File: src/rtl/panda_uart_pkg.sv
// ============================================================================
// Module   : panda_uart_pkg
// Brief    : Register offsets, STATUS bit indices and TX FSM states for panda_uart_tx.
// Revision : 1.0
// ============================================================================
`default_nettype none

package panda_uart_pkg;

   localparam logic [1:0] TxDataOff  = 2'd0;
   localparam logic [1:0] StatusOff  = 2'd1;
   localparam logic [1:0] BaudDivOff = 2'd2;
   localparam logic [1:0] CtrlOff    = 2'd3;

   localparam int StatFullBit  = 0;
   localparam int StatEmptyBit = 1;
   localparam int StatBusyBit  = 2;
   localparam int StatOvfBit   = 3;

   typedef enum logic [1:0] {
      IDLE  = 2'd0,
      START = 2'd1,
      DATA  = 2'd2,
      STOP  = 2'd3
   } uart_tx_state_e;

endpackage

`default_nettype wire

File: src/rtl/panda_fifo.sv
// ============================================================================
// Module   : panda_fifo
// Brief    : Synchronous first-word-fall-through FIFO; push while full is legal when popping.
// Revision : 1.0
// ============================================================================
`default_nettype none

module panda_fifo #(
   parameter int Width = 8,
   parameter int Depth = 8
) (
   input  logic             clk,
   input  logic             rst,
   input  logic             push,
   input  logic [Width-1:0] wdata,
   input  logic             pop,
   output logic [Width-1:0] rdata,
   output logic             full,
   output logic             empty
);

   localparam int AddrW = $clog2(Depth);
   localparam logic [AddrW:0] FullCount = (AddrW+1)'(Depth);

   logic [Width-1:0] r_mem [Depth];
   logic [AddrW-1:0] r_wr_ptr;
   logic [AddrW-1:0] r_rd_ptr;
   logic [AddrW:0]   r_count;
   logic             w_do_push;
   logic             w_do_pop;

   assign full      = (r_count == FullCount);
   assign empty     = (r_count == '0);
   assign w_do_push = push & (~full | pop);
   assign w_do_pop  = pop & ~empty;
   assign rdata     = r_mem[r_rd_ptr];

   always_ff @(posedge clk) begin
      if (w_do_push) begin
         r_mem[r_wr_ptr] <= wdata;
      end
   end

   always_ff @(posedge clk or posedge rst) begin
      if (rst) begin
         r_wr_ptr <= '0;
         r_rd_ptr <= '0;
         r_count  <= '0;
      end else begin
         if (w_do_push) begin
            r_wr_ptr <= r_wr_ptr + AddrW'(1);
         end
         if (w_do_pop) begin
            r_rd_ptr <= r_rd_ptr + AddrW'(1);
         end
         case ({w_do_push, w_do_pop})
            2'b10:   r_count <= r_count + (AddrW+1)'(1);
            2'b01:   r_count <= r_count - (AddrW+1)'(1);
            default: r_count <= r_count;
         endcase
      end
   end

endmodule

`default_nettype wire

File: src/rtl/panda_uart_tx.sv
// ============================================================================
// Module   : panda_uart_tx
// Brief    : Memory-mapped 8N1 UART transmitter with TX FIFO on the panda_core data port.
//            Optional TX-empty interrupt enabled by macro PANDA_UART_TX_IRQ_EN.
// Revision : 1.0
// ============================================================================
`default_nettype none

module panda_uart_tx
   import panda_uart_pkg::*;
#(
   parameter logic [31:0] BaseAddr   = 32'h0001_0000,
   parameter int          FifoDepth  = 8,
   parameter logic [15:0] DefaultDiv = 16'd867
) (
   input  logic        clk_i,
   input  logic        rst_i,
   input  logic [31:0] data_addr_i,
   input  logic [31:0] data_wdata_i,
   input  logic [3:0]  data_we_i,
   output logic [31:0] data_rdata_o,
   output logic        tx_o,
   output logic        irq_o
);

   logic           w_hit;
   logic [1:0]     w_off;
   logic           w_push_req;
   logic           w_ovf_clr;
   logic           w_ovf_set;
   logic           w_fifo_full;
   logic           w_fifo_empty;
   logic [7:0]     w_fifo_rdata;
   logic           w_pop;
   logic           w_busy;
   logic           w_irq_en;
   logic [31:0]    w_rdata_n;
   logic           w_unused;

   logic [15:0]    r_bauddiv;
   logic           r_ovf;
   logic [31:0]    r_rdata;

   uart_tx_state_e r_state;
   uart_tx_state_e w_state_n;
   logic [7:0]     r_shift;
   logic [7:0]     w_shift_n;
   logic [15:0]    r_cnt;
   logic [15:0]    w_cnt_n;
   logic [2:0]     r_bit;
   logic [2:0]     w_bit_n;
   logic [15:0]    r_div;
   logic [15:0]    w_div_n;
   logic           r_tx;
   logic           w_tx_n;
   logic           w_load;

   assign w_hit      = (data_addr_i[31:4] == BaseAddr[31:4]);
   assign w_off      = data_addr_i[3:2];
   assign w_push_req = w_hit & (w_off == TxDataOff) & data_we_i[0];
   assign w_ovf_clr  = w_hit & (w_off == StatusOff) & data_we_i[0] & data_wdata_i[3];
   // A push into a full FIFO survives only if the serializer frees a slot this cycle.
   assign w_ovf_set  = w_push_req & w_fifo_full & ~w_pop;
   assign w_busy     = (r_state != IDLE);
   assign w_unused   = ^{data_addr_i[1:0], data_wdata_i[31:16], data_we_i[3:2]};

   panda_fifo #(
      .Width (8),
      .Depth (FifoDepth)
   ) u_fifo (
      .clk   (clk_i),
      .rst   (rst_i),
      .push  (w_push_req),
      .wdata (data_wdata_i[7:0]),
      .pop   (w_pop),
      .rdata (w_fifo_rdata),
      .full  (w_fifo_full),
      .empty (w_fifo_empty)
   );

   always_ff @(posedge clk_i or posedge rst_i) begin
      if (rst_i) begin
         r_bauddiv <= DefaultDiv;
         r_ovf     <= 1'b0;
         r_rdata   <= '0;
      end else begin
         if (w_hit && (w_off == BaudDivOff)) begin
            if (data_we_i[0]) r_bauddiv[7:0]  <= data_wdata_i[7:0];
            if (data_we_i[1]) r_bauddiv[15:8] <= data_wdata_i[15:8];
         end
         if (w_ovf_set) begin
            r_ovf <= 1'b1;
         end else if (w_ovf_clr) begin
            r_ovf <= 1'b0;
         end
         r_rdata <= w_rdata_n;
      end
   end

`ifdef PANDA_UART_TX_IRQ_EN
   logic r_irq_en;
   logic r_irq;

   always_ff @(posedge clk_i or posedge rst_i) begin
      if (rst_i) begin
         r_irq_en <= 1'b0;
         r_irq    <= 1'b0;
      end else begin
         if (w_hit && (w_off == CtrlOff) && data_we_i[0]) begin
            r_irq_en <= data_wdata_i[0];
         end
         r_irq <= r_irq_en & w_fifo_empty & ~w_busy;
      end
   end

   assign w_irq_en = r_irq_en;
   assign irq_o    = r_irq;
`else
   assign w_irq_en = 1'b0;
   assign irq_o    = 1'b0;
`endif

   // Read data reflects register state before any same-cycle write.
   always_comb begin
      w_rdata_n = '0;
      if (w_hit) begin
         case (w_off)
            StatusOff: begin
               w_rdata_n[StatOvfBit]   = r_ovf;
               w_rdata_n[StatBusyBit]  = w_busy;
               w_rdata_n[StatEmptyBit] = w_fifo_empty;
               w_rdata_n[StatFullBit]  = w_fifo_full;
            end
            BaudDivOff: w_rdata_n[15:0] = r_bauddiv;
            CtrlOff:    w_rdata_n[0]    = w_irq_en;
            default:    w_rdata_n       = '0;
         endcase
      end
   end

   always_ff @(posedge clk_i or posedge rst_i) begin
      if (rst_i) begin
         r_state <= IDLE;
         r_shift <= '0;
         r_cnt   <= '0;
         r_bit   <= '0;
         r_div   <= '0;
         r_tx    <= 1'b1;
      end else begin
         r_state <= w_state_n;
         r_shift <= w_shift_n;
         r_cnt   <= w_cnt_n;
         r_bit   <= w_bit_n;
         r_div   <= w_div_n;
         r_tx    <= w_tx_n;
      end
   end

   always_comb begin
      w_state_n = r_state;
      w_shift_n = r_shift;
      w_cnt_n   = r_cnt;
      w_bit_n   = r_bit;
      w_div_n   = r_div;
      w_load    = 1'b0;
      w_pop     = 1'b0;
      w_tx_n    = 1'b1;
      case (r_state)
         IDLE: begin
            if (!w_fifo_empty) w_load = 1'b1;
         end
         START: begin
            if (r_cnt == 16'd0) begin
               w_state_n = DATA;
               w_cnt_n   = r_div;
               w_bit_n   = 3'd0;
            end else begin
               w_cnt_n = r_cnt - 16'd1;
            end
         end
         DATA: begin
            if (r_cnt == 16'd0) begin
               w_shift_n = {1'b0, r_shift[7:1]};
               w_cnt_n   = r_div;
               w_bit_n   = r_bit + 3'd1;
               if (r_bit == 3'd7) w_state_n = STOP;
            end else begin
               w_cnt_n = r_cnt - 16'd1;
            end
         end
         STOP: begin
            if (r_cnt == 16'd0) begin
               if (!w_fifo_empty) w_load = 1'b1;
               else               w_state_n = IDLE;
            end else begin
               w_cnt_n = r_cnt - 16'd1;
            end
         end
         default: w_state_n = IDLE;
      endcase
      // Divider is sampled once per frame so mid-frame BAUDDIV writes wait for the next byte.
      if (w_load) begin
         w_state_n = START;
         w_pop     = 1'b1;
         w_shift_n = w_fifo_rdata;
         w_div_n   = r_bauddiv;
         w_cnt_n   = r_bauddiv;
      end
      case (w_state_n)
         START:   w_tx_n = 1'b0;
         DATA:    w_tx_n = w_shift_n[0];
         default: w_tx_n = 1'b1;
      endcase
   end

   assign tx_o         = r_tx;
   assign data_rdata_o = r_rdata;

endmodule

`default_nettype wire

File: config.mk
export PLATFORM = sky130hd
export DESIGN_NAME = panda_uart_tx
export DESIGN_NICKNAME = d
export VERILOG_FILES = /design/src/rtl/panda_uart_pkg.sv /design/src/rtl/panda_fifo.sv /design/src/rtl/panda_uart_tx.sv
export SDC_FILE = /design/constraint.sdc
export NUM_CORES = 1
export LEC_CHECK = 0
export CAP_MARGIN = 20
export CORE_ASPECT_RATIO = 0.8
export CORE_UTILIZATION = 35
export CTS_CLUSTER_DIAMETER = 150
export CTS_CLUSTER_SIZE = 40
export DETAILED_ROUTE_END_ITERATION = 8
export GPL_ROUTABILITY_DRIVEN = 1
export PLACE_DENSITY = 0.53
export SLEW_MARGIN = 30
export SYNTH_ARGS = -nofsm -noshare
export SYNTH_HDL_FRONTEND = slang
export SYNTH_SLANG_ARGS = --single-unit
File: constraint.sdc
create_clock -name clk_i -period 3.5 [get_ports clk_i]
set_clock_uncertainty 0.1 [all_clocks]
set_input_delay 0.7 -clock clk_i [delete_from_list [all_inputs] [get_ports clk_i]]
set_output_delay 0.7 -clock clk_i [all_outputs]
set_load 0.03 [all_outputs]
[Yosys cells after proc, flatten, opt, wreduce, memory -nomap -nowiden]
Memory sizes are Yosys's and may differ from the RTL's.
Index checks and enable logic that the tools add are counted.
Cells by class
  equal/unequal tests: 15
  add/sub/neg operators: 6
  bitwise gates (word level): 13
  reduce and logical (&&, ||, !) cells: 18
  mux-type cells: 31
Operator list (number)
  2-to-1 mux 16 bit: 4
  one-hot mux 16 bit (2 select lines): 1
  equality test 28 x 13 -> 1 bit (second input constant): 1
  2-to-1 mux 8 bit: 3
  zero test 16 bit: 1
  subtractor 16 x 1 -> 16 bit (second input constant): 1
  2-to-1 mux 12 bit: 1
  2-to-1 mux 2 bit: 6
  one-hot mux 3 bit (2 select lines): 2
  nonzero test 2 bit: 6
  equality test 2 bit (second input constant): 5
  adder 3 x 1 -> 3 bit (second input constant): 3
  AND 1 bit: 9
  equality test 2 x 1 -> 1 bit (second input constant): 4
  one-hot mux 4 bit (2 select lines): 1
  AND reduction 2 bit: 4
  2-to-1 mux 1 bit: 7
  2-to-1 mux 3 bit: 2
  one-hot mux 1 bit (2 select lines): 3
  one-hot mux 2 bit (3 select lines): 1
  adder 4 x 1 -> 4 bit (second input constant): 1
  equality test 4 bit (second input constant): 1
  zero test 2 bit: 2
  zero test 4 bit: 1
  other kinds (10): 13
Word-level totals
  memories: 1
  word-level logic and storage cells: 98
  bits in writable memories: 64
  register bits: 105
  output and inout bits: 34
  input port bits: 70
Memory list
  u_fifo.r_mem: words 8, bits a word 8, rd ports 1, clocked after memory_dff 0, wr ports 1, line panda_fifo.sv:25  | logic [Width-1:0] r_mem [Depth];

[Logic depth before layout (Yosys ltp)]
Gate-level depths: netlist of the first run.
  depth in word-level cells: 9
  mapped depth: 15
  gate-level depth less buffers: 14

[Modules after synthesis]
From an unflattened synthesis of the first run, not the netlist that was laid out.
Second synthesis, totals
  cells, all modules: 574
  area total of the unflattened synthesis: 7055.5 sq um
Modules (own cells, without submodules)
  panda_uart_tx: times used 1, seq. area each 1985.7 sq um, cells an instance 414, area an instance 3987.6 sq um
  panda_fifo: times used 1, seq. area each 2172.1 sq um, cells an instance 160, area an instance 3067.9 sq um

[Least setup slack after synthesis of the first run]
OpenSTA, ideal clock, no wires.
  kind: input port to flip-flop
  start point: in data_addr_i[14]
  end point: mem u_fifo.r_mem[4][0], enable pin
  path buffers: 0
  data required time: 3002 ps
  cell stages on the path: 5
  library setup time: 398 ps
  arrival time: 2695 ps
  setup slack: 307 ps
  cell sequence: nor4b_1 nand4_1 nor2_1 nand4_4 nor4b_1
Between the ends
  longest elaborated chain between the ends: 6
RTL lines
  start, declared: line panda_uart_tx.sv:18  | input logic [31:0] data_addr_i,
  equality test 28 x 13 -> 1 bit: line panda_uart_tx.sv:58  | assign w_hit = (data_addr_i[31:4] == BaseAddr[31:4]);
  AND 1 bit (2 in series): line panda_uart_tx.sv:60  | assign w_push_req = w_hit & (w_off == TxDataOff) & data_we_i[0];
  AND 1 bit: line panda_fifo.sv:34  | assign w_do_push = push & (~full | pop);
  2-to-1 mux 1 bit: line panda_fifo.sv:39  | if (w_do_push) begin
  2-to-1 mux 1 bit (not written as such): line panda_fifo.sv:40  | r_mem[r_wr_ptr] <= wdata;
  end, declared: line panda_fifo.sv:25
Every way passes these cells.

[Final worst setup path of the first run]
  start point: reg r_cnt[0]
  end point: reg u_fifo.r_count[2]
Between the ends
  longest elaborated chain between the ends: 8
  elaborated cells on any way between the ends: 11
  classes of those cells: eq/ne (2); mux (4); bitwise (3); reduce/logical (2)
RTL lines
  start, declared: line panda_uart_tx.sv:48  | logic [15:0] r_cnt;
  start signal, assigned: line panda_uart_tx.sv:152  | r_cnt <= w_cnt_n;
  zero test 16 bit (*): line panda_uart_tx.sv:192  | if (r_cnt == 16'd0) begin
  2-to-1 mux 1 bit (*): line panda_uart_tx.sv:192
  one-hot mux 1 bit (2 select lines) (*): line panda_uart_tx.sv:168  | case (r_state)
  2-to-1 mux 1 bit (*): line panda_uart_tx.sv:202  | if (w_load) begin
  OR 1 bit: line panda_fifo.sv:34
  AND 1 bit: line panda_fifo.sv:34
  equality test 2 x 1 -> 1 bit / equality test 2 bit (equally long branches): line panda_fifo.sv:56  | case ({w_do_push, w_do_pop})
  one-hot mux 4 bit (2 select lines) / nonzero test 2 bit (equally long branches)
  end signal, assigned: line panda_fifo.sv:57  | 2'b10: r_count <= r_count + (AddrW+1)'(1);
  end signal, assigned: line panda_fifo.sv:58  | 2'b01: r_count <= r_count - (AddrW+1)'(1);
  end signal, assigned: line panda_fifo.sv:59  | default: r_count <= r_count;
  end, declared: line panda_fifo.sv:28  | logic [AddrW:0] r_count;
Every way passes the cells marked *; elsewhere a longest branch is shown, timed or not.
A chain may end at the register's enable or synchronous reset.

==> results.yml, run 1 <==
worst_hold_path:
  min_path_cells: 2
  hold_path_class: "reg -> reg"
  hold-path-endpoint: "r_div[8]$_DFFE_PP0P_"
  min_from: "r_div[8]$_DFFE_PP0P_"
pwr:
  powerDensity_mw_per_mm2: 454.2
  vdd.ir_drop.worst_mv: 0.3332
  report.power.total_mw: 3.893
  p_leak_nw: 3.692
clock_tree:
  clk_path_buf_depth: 2
  cts_root_buf: "clkbuf_16"
  clock-sinks: 153
  worstSkewPairLatency_ns: 0.43
  cts_tree: "done"
  clk_pin_slew_ns: 0.07
  htreeDepth: 4
  ctsHoldBuffers: 0
  cts_resized: 0
  cts_buffers: 17
  cts_setup_buffers: 0
sta:
  worst_slew_margin_rel_pct: 43.82
  hold_viol: 0
  tns_ns: 0
  timing.final.crit_period_ns: 3.217
  holdWs_ns: 0.3674
  final_max_slew_viol_count: 0
  period_share_pct: 91.91
  fmax_mhz: 310.9
  finalSetupViolations: 0
  rsz0062_at_grt: "false"
  worst_pin_slew_ns: 0.8427
placement:
  dp_hpwl_um: 10480
  dpl-instance-area_mm2: 0.007966
  port_buffers: 66
  globalplace.congestion: 0.7865
setup_path:
  r2r_start: "r_cnt[0]$_DFFE_PP0P_"
  start_kind: "flip-flop"
  cp-end-kind: "flip-flop"
  cp.arrival_ns: 3.42
  critPathKind: "reg -> reg"
  worstPathRequired_ns: 3.70
  reg2reg_depth: 13
  reg2reg_to: "u_fifo.r_count[2]$_DFFE_PP0P_"
  regToRegSetupSlack_ns: 0.28
  critPathMaxFanout: 6
synth:
  yosys.area_share.adder_pct: 2.871
  async_flop_share_pct: 58.17
  synth_cell_types: 61
  synthSimpleGateAreaFrac_pct: 12.60
  syn_area_mm2: 0.006973
  synth-compound-area-share_pct: 9.456
  synth_mux_area_share_pct: 9.546
  synth_top_area_share_pct: 29.43
  synth_area_leaders: "dfrtp_1 29%, edfxtp_1 28%, mux4_2 5.2%"
  yosysMostFrequentCell: "dfrtp_1"
  yosysWarnings: 0
  syn_inst: 556
  yosysTopAreaCell: "dfrtp_1"
  synth-xor-area-share_pct: 1.382
  synth_edf_count: 64
  synth_seq_cells: 153
  synth_top_family_by_area: "simple AND/OR/NAND/NOR gates"
  synthTopCellsByCount: "82 x dfrtp_1, 70 x nand2_1, 64 x edfxtp_1, 26 x o21ai_0, 25 x nor2_1"
  ys.flop_type: "dfrtp_1"
  yosysSeqAreaShare_pct: 59.63
  synth_area_per_cell_um2: 12.54
drt:
  route.detailed.drc: 0
  ant_nets: 0
  wirelength_um: 15210
  detail_route.iter0.violations: 315
  routed-via-count: 4647
  wl_per_cell_um: 16.75
  vias_per_cell: 5.118
  dr.pass1.iters: 4
floorplanning:
  die_area_mm2: 0.02049
  num_rows: 45
  core_mm2: 0.01926
  die_h_um: 128.2
  initial_utilization_pct: 36.21
  die_w_um: 159.8
  pin_count: 104
final_layout:
  synthToLayoutAreaGrowth_pct: 22.91
  layout-drive-gt1-share_pct: 16.77
  diodes: 0
  finalInstanceArea_mm2: 0.008571
  final_nets: 723
grt:
  track_usage_pct: 15.80
  grt_pass1_wl_um: 24590
  grt_pass1_vias: 4654
  grt_max_degree: 43
  antenna_found_initial: 0
  overflow: 0
run:
  maxCapViolCount: 0
status:
  outcome: "finished clean"
-- critical path: stages, from the launching register on --
cell	delay, ns
dfrtp_1	0.43
inv_1	0.08
ha_1	0.19
nor3b_2	0.31
and4_1	0.40
a31o_2	0.26
nand4_4	0.18
ha_1	0.29
xor2_1	0.16
ha_1	0.18
a21oi_1	0.14
xor2_1	0.16
nor2_1	0.06
xor2_1	0.14
-- layer usage --
layer / track usage (%) / up-vias / part of all wire (%)
li1: - / 2187 / -
met1: 22.16 / 2310 / 50
met2: 23.68 / 142 / 44
met3: 4.594 / 8 / 5.8
met4: 4.706 / 0 / 0.76
met5: 0 / - / 0
-- where the power goes --
part	switching, mW	internal (mW)
clock network	0.793	1.08
logic	0.0784	0.0604
registers	0.00227	1.88
total	0.874	3.02
-- cell usage in the layout, fill, tap and decap left out, types with 7 or more instances in the layout --
master           synthesis  layout
dfrtp_1                 82      82
o21ai_1                  8       8
a21oi_1                 19      19
nand2_1                 70      70
clkdlybuf4s50_1          0      66
xor2_1                   7       7
buf_4                   17      24
ha_1                    16      16
nor3_1                   8       8
mux4_2                  16      16
mux2_2                  20      20
edfxtp_1                64      64
mux2i_1                  8       8
o21ai_0                 26      26
conb_1                   1      17
inv_1                   11      10
dfstp_2                  7       7
nor2b_1                  8       8
clkbuf_16                0      17
and3_1                  15      15
a211oi_1                 8       8
nor4_1                  14      14
nor2_1                  25      25
-- how the worst max path moves through the flow --
| stage | slack (ns) | end | start | depth (start not counted) |
|---|---|---|---|---|
| finish | 0.28 | u_fifo.r_count[2]$_DFFE_PP0P_ | r_cnt[0]$_DFFE_PP0P_ | 13 |
| global route | 0.04 | u_fifo.r_count[2]$_DFFE_PP0P_ | r_cnt[0]$_DFFE_PP0P_ | 13 |
| CTS | 0.28 | u_fifo.r_count[2]$_DFFE_PP0P_ | r_cnt[0]$_DFFE_PP0P_ | 13 |
| detailed placement | 0.09 | u_fifo.r_count[2]$_DFFE_PP0P_ | data_addr_i[6] | 13 |
| global placement | 0.13 | u_fifo.r_count[2]$_DFFE_PP0P_ | data_addr_i[6] | 13 |
| floorplan | 0.31 | u_fifo.r_mem[4][0]$_DFFE_PP_ | data_addr_i[14] | 5 |
-- cell families after synthesis --
logic type	count (synthesis)
DFF	153
other	1
and+or+nand+nor	173
xor gates and xnor gates	11
AOI/OAI and AO/OA	101
adders and majority gates	16
buffers and inverters	57
muxes	44
-- final cells by class --
cell class | instances | area [um2]
fillers | 1743 | 10690
repair buffers | 91 | 860.8
clock inverters | 15 | 178.9
clock buffers | 17 | 425.4
well taps | 258 | 322.8
inverters | 12 | 46.29
multi-input cells | 362 | 2579
flip-flops and latches | 153 | 4158
-- state kept, by name, summed over array words and instances (netlist names) --
| register | cells |
|---|---|
| r_cnt | 16 |
| u_fifo.r_mem | 64 |
| r_div | 16 |
| u_fifo.r_wr_ptr | 3 |
| u_fifo.r_count | 4 |
| r_bit | 3 |
| data_rdata_o | 16 |
| tx_o | 1 |
| r_state | 2 |
| u_fifo.r_rd_ptr | 3 |
| r_shift | 8 |
| r_bauddiv | 16 |
| r_ovf | 1 |
-- per-stage QoR --
step | setup WS (ns) | utilization [%] | instances
2_1_floorplan | 0.3073 | - | 572
3_3_place_gp | 0.1303 | 41.37 | 876
3_5_place_dp | 0.08903 | 41.37 | 876
4_1_cts | 0.2778 | 44.51 | 908
5_1_grt | 0.03847 | 44.51 | 908
6_report | 0.2831 | 44.51 | 908
No activity file was read; power rests on OpenSTA's default activity.
==> run 2, diff against run 1 <==
--- a/config.mk
+++ b/config.mk
@@ -5,8 +5,7 @@
 export SDC_FILE = /design/constraint.sdc
 export NUM_CORES = 1
 export LEC_CHECK = 0
-export CAP_MARGIN = 20
-export CORE_ASPECT_RATIO = 0.8
+export CORE_ASPECT_RATIO = 1.2
 export CORE_UTILIZATION = 35
 export CTS_CLUSTER_DIAMETER = 150
 export CTS_CLUSTER_SIZE = 40
==> results.yml, run 2 (synthesized netlist as in run 1, its figures left out) <==
final_layout:
  largest_register: "u_fifo.r_mem"
  synthToLayoutAreaGrowth_pct: 22.21
  layout_commonest_cell: "dfrtp_1"
  final_cell_mix: "82 x dfrtp_1, 70 x nand2_1, 66 x clkdlybuf4s50_1"
  final_core_util_pct: 43.59
  layout-drive-gt1-share_pct: 16.51
  seqCellArea_mm2: 0.004158
  multiInputGateArea_mm2: 0.002579
  diodes: 0
  final_nets: 721
  largest_reg_flops: 64
  num-fill-cells: 1838
setup_path:
  regToRegSetupSlack_ns: 0.50
  r2r_start: "r_cnt[0]$_DFFE_PP0P_"
  start_kind: "flip-flop"
  cp.arrival_ns: 3.20
  reg2reg_depth: 13
  worst_path_max_delay_cell: "dfrtp_1"
  path_cells: "inv_1 > ha_1 > nor3b_2 > and4_1 > a31o_2 > nand4_4 > ha_1 > xor2_1 > ha_1 > a21oi_1 > xor2_1 > nor2_1 > xor2_1"
  critPathBufInv: 1
  critPathMaxFanout: 6
  critPathKind: "reg -> reg"
  reg2reg_to: "u_fifo.r_count[2]$_DFFE_PP0P_"
  cp.depth: 13
  slowest_delay_ns: 0.43
  critPathTopFamily: "simple AND/OR/NAND/NOR gates"
  worstPathRequired_ns: 3.70
  cp-end-kind: "flip-flop"
clock_tree:
  cts_tree: "done"
  clk_path_buf_depth: 2
  cts_buffers: 17
  htreeDepth: 4
  cts_root_buf: "clkbuf_16"
  worstSkewPairLatency_ns: 0.43
  cts_resized: 0
  cts_setup_buffers: 0
  clk_pin_slew_ns: 0.07
  ctsHoldBuffers: 0
  clock-sinks: 153
sta:
  fmax_mhz: 333.5
  timing.final.crit_period_ns: 2.998
  rsz0062_at_grt: "false"
  hold_viol: 0
  setup_ws_ns: 0.5017
  finalSetupViolations: 0
  final_max_slew_viol_count: 0
  holdWs_ns: 0.3611
  worst_slew_margin_rel_pct: 41.31
  worst_pin_slew_ns: 0.8804
  period_share_pct: 85.67
  tns_ns: 0
grt:
  overflow: 0
  grt_max_degree: 90
  grt_pass1_vias: 4681
  antenna_found_initial: 0
  grt_pass1_wl_um: 24900
  track_usage_pct: 16.47
drt:
  vias_per_cell: 5.058
  wl_per_cell_um: 17.04
  routed-via-count: 4598
  route.detailed.drc: 0
  dr.pass1.iters: 4
  detail_route.iter0.violations: 227
  ant_nets: 0
  wirelength_um: 15490
pwr:
  vdd.ir_drop.worst_mv: 0.2843
  report.power.total_mw: 3.789
  p_leak_nw: 3.649
  powerDensity_mw_per_mm2: 444.6
worst_hold_path:
  hold-path-endpoint: "r_div[8]$_DFFE_PP0P_"
  min_from: "r_div[8]$_DFFE_PP0P_"
  min_path_cells: 2
  hold_path_class: "reg -> reg"
floorplanning:
  die_h_um: 156.6
  initial_utilization_pct: 35.67
  core_mm2: 0.01955
  die_w_um: 130.9
  num_rows: 56
  pin_count: 104
  die_area_mm2: 0.02049
run:
  maxCapViolCount: 0
placement:
  post-place-ws_ns: 0.01276
  port_buffers: 66
  dp_hpwl_um: 10820
  globalplace.congestion: 0.7465
status:
  outcome: "finished clean"
run 2: changes by cell type in the layout (fill, tap and decap cells not counted):
cell	previous run	this run
clkinv_2	1	2
clkinvlp_4	0	4
buf_4	24	22
bufinv_16	2	1
clkinv_4	2	1
clkinv_1	1	0
clkbuf_1	0	1
inv_8	4	1
run 2: worst max-delay path by stage:
stage,to,from
global route,u_fifo.r_count[2]$_DFFE_PP0P_,r_cnt[0]$_DFFE_PP0P_
finish,u_fifo.r_count[2]$_DFFE_PP0P_,r_cnt[0]$_DFFE_PP0P_
CTS,u_fifo.r_count[2]$_DFFE_PP0P_,data_addr_i[5]
detailed placement,u_fifo.r_count[2]$_DFFE_PP0P_,data_addr_i[5]
global placement,u_fifo.r_count[2]$_DFFE_PP0P_,data_addr_i[5]
floorplan,u_fifo.r_mem[4][0]$_DFFE_PP_,data_addr_i[14]
run 2: per-stage QoR:
stage                     cell area [um2]  std cells
after detailed placement             7955        877
after global routing                 8522        909
after floorplan                      7033        572
final                                8522        909
after global placement               7955        877
after CTS                            8522        909
run 2: metal layers:
layer | wire (um) | GRT usage [%]
met1 | 6464 | 19.27
met2 | 8250 | 29.08
met3 | 563 | 3.590
met4 | 211 | 6.349
met5 | 0 | 0
run 2: worst register-to-register path, stage by stage, from the launching register on:
cell and delay (ns):
dfrtp_1 0.43, inv_1 0.08, ha_1 0.18, nor3b_2 0.30
and4_1 0.31, a31o_2 0.22, nand4_4 0.11, ha_1 0.27
xor2_1 0.17, ha_1 0.18, a21oi_1 0.16, xor2_1 0.17
nor2_1 0.07, xor2_1 0.14
run 2: final cells by class:
type                    instances  share of cell area, %
clock buffers                  18                  5.036
clock inverters                14                  1.615
inverters                      12                 0.5432
multi-input cells             362                  30.26
flip-flops and latches        153                  48.79
well taps                     261                  3.832
repair buffers                 89                  9.925
run 2: power by group:
group / switching (mW) / internal, mW
logic: 0.0791 / 0.0592
registers: 0.00241 / 1.88
clock network: 0.777 / 0.995
==> run 3, diff against run 2 <==
--- a/config.mk
+++ b/config.mk
@@ -5,13 +5,14 @@
 export SDC_FILE = /design/constraint.sdc
 export NUM_CORES = 1
 export LEC_CHECK = 0
+export CAP_MARGIN = 25
 export CORE_ASPECT_RATIO = 1.2
 export CORE_UTILIZATION = 35
 export CTS_CLUSTER_DIAMETER = 150
-export CTS_CLUSTER_SIZE = 40
 export DETAILED_ROUTE_END_ITERATION = 8
 export GPL_ROUTABILITY_DRIVEN = 1
 export PLACE_DENSITY = 0.53
+export SETUP_SLACK_MARGIN = 0.02
 export SLEW_MARGIN = 30
 export SYNTH_ARGS = -nofsm -noshare
 export SYNTH_HDL_FRONTEND = slang
==> results of run 3 <==
Same layout as run 2: the final DEF is identical, and so are final timing and power.
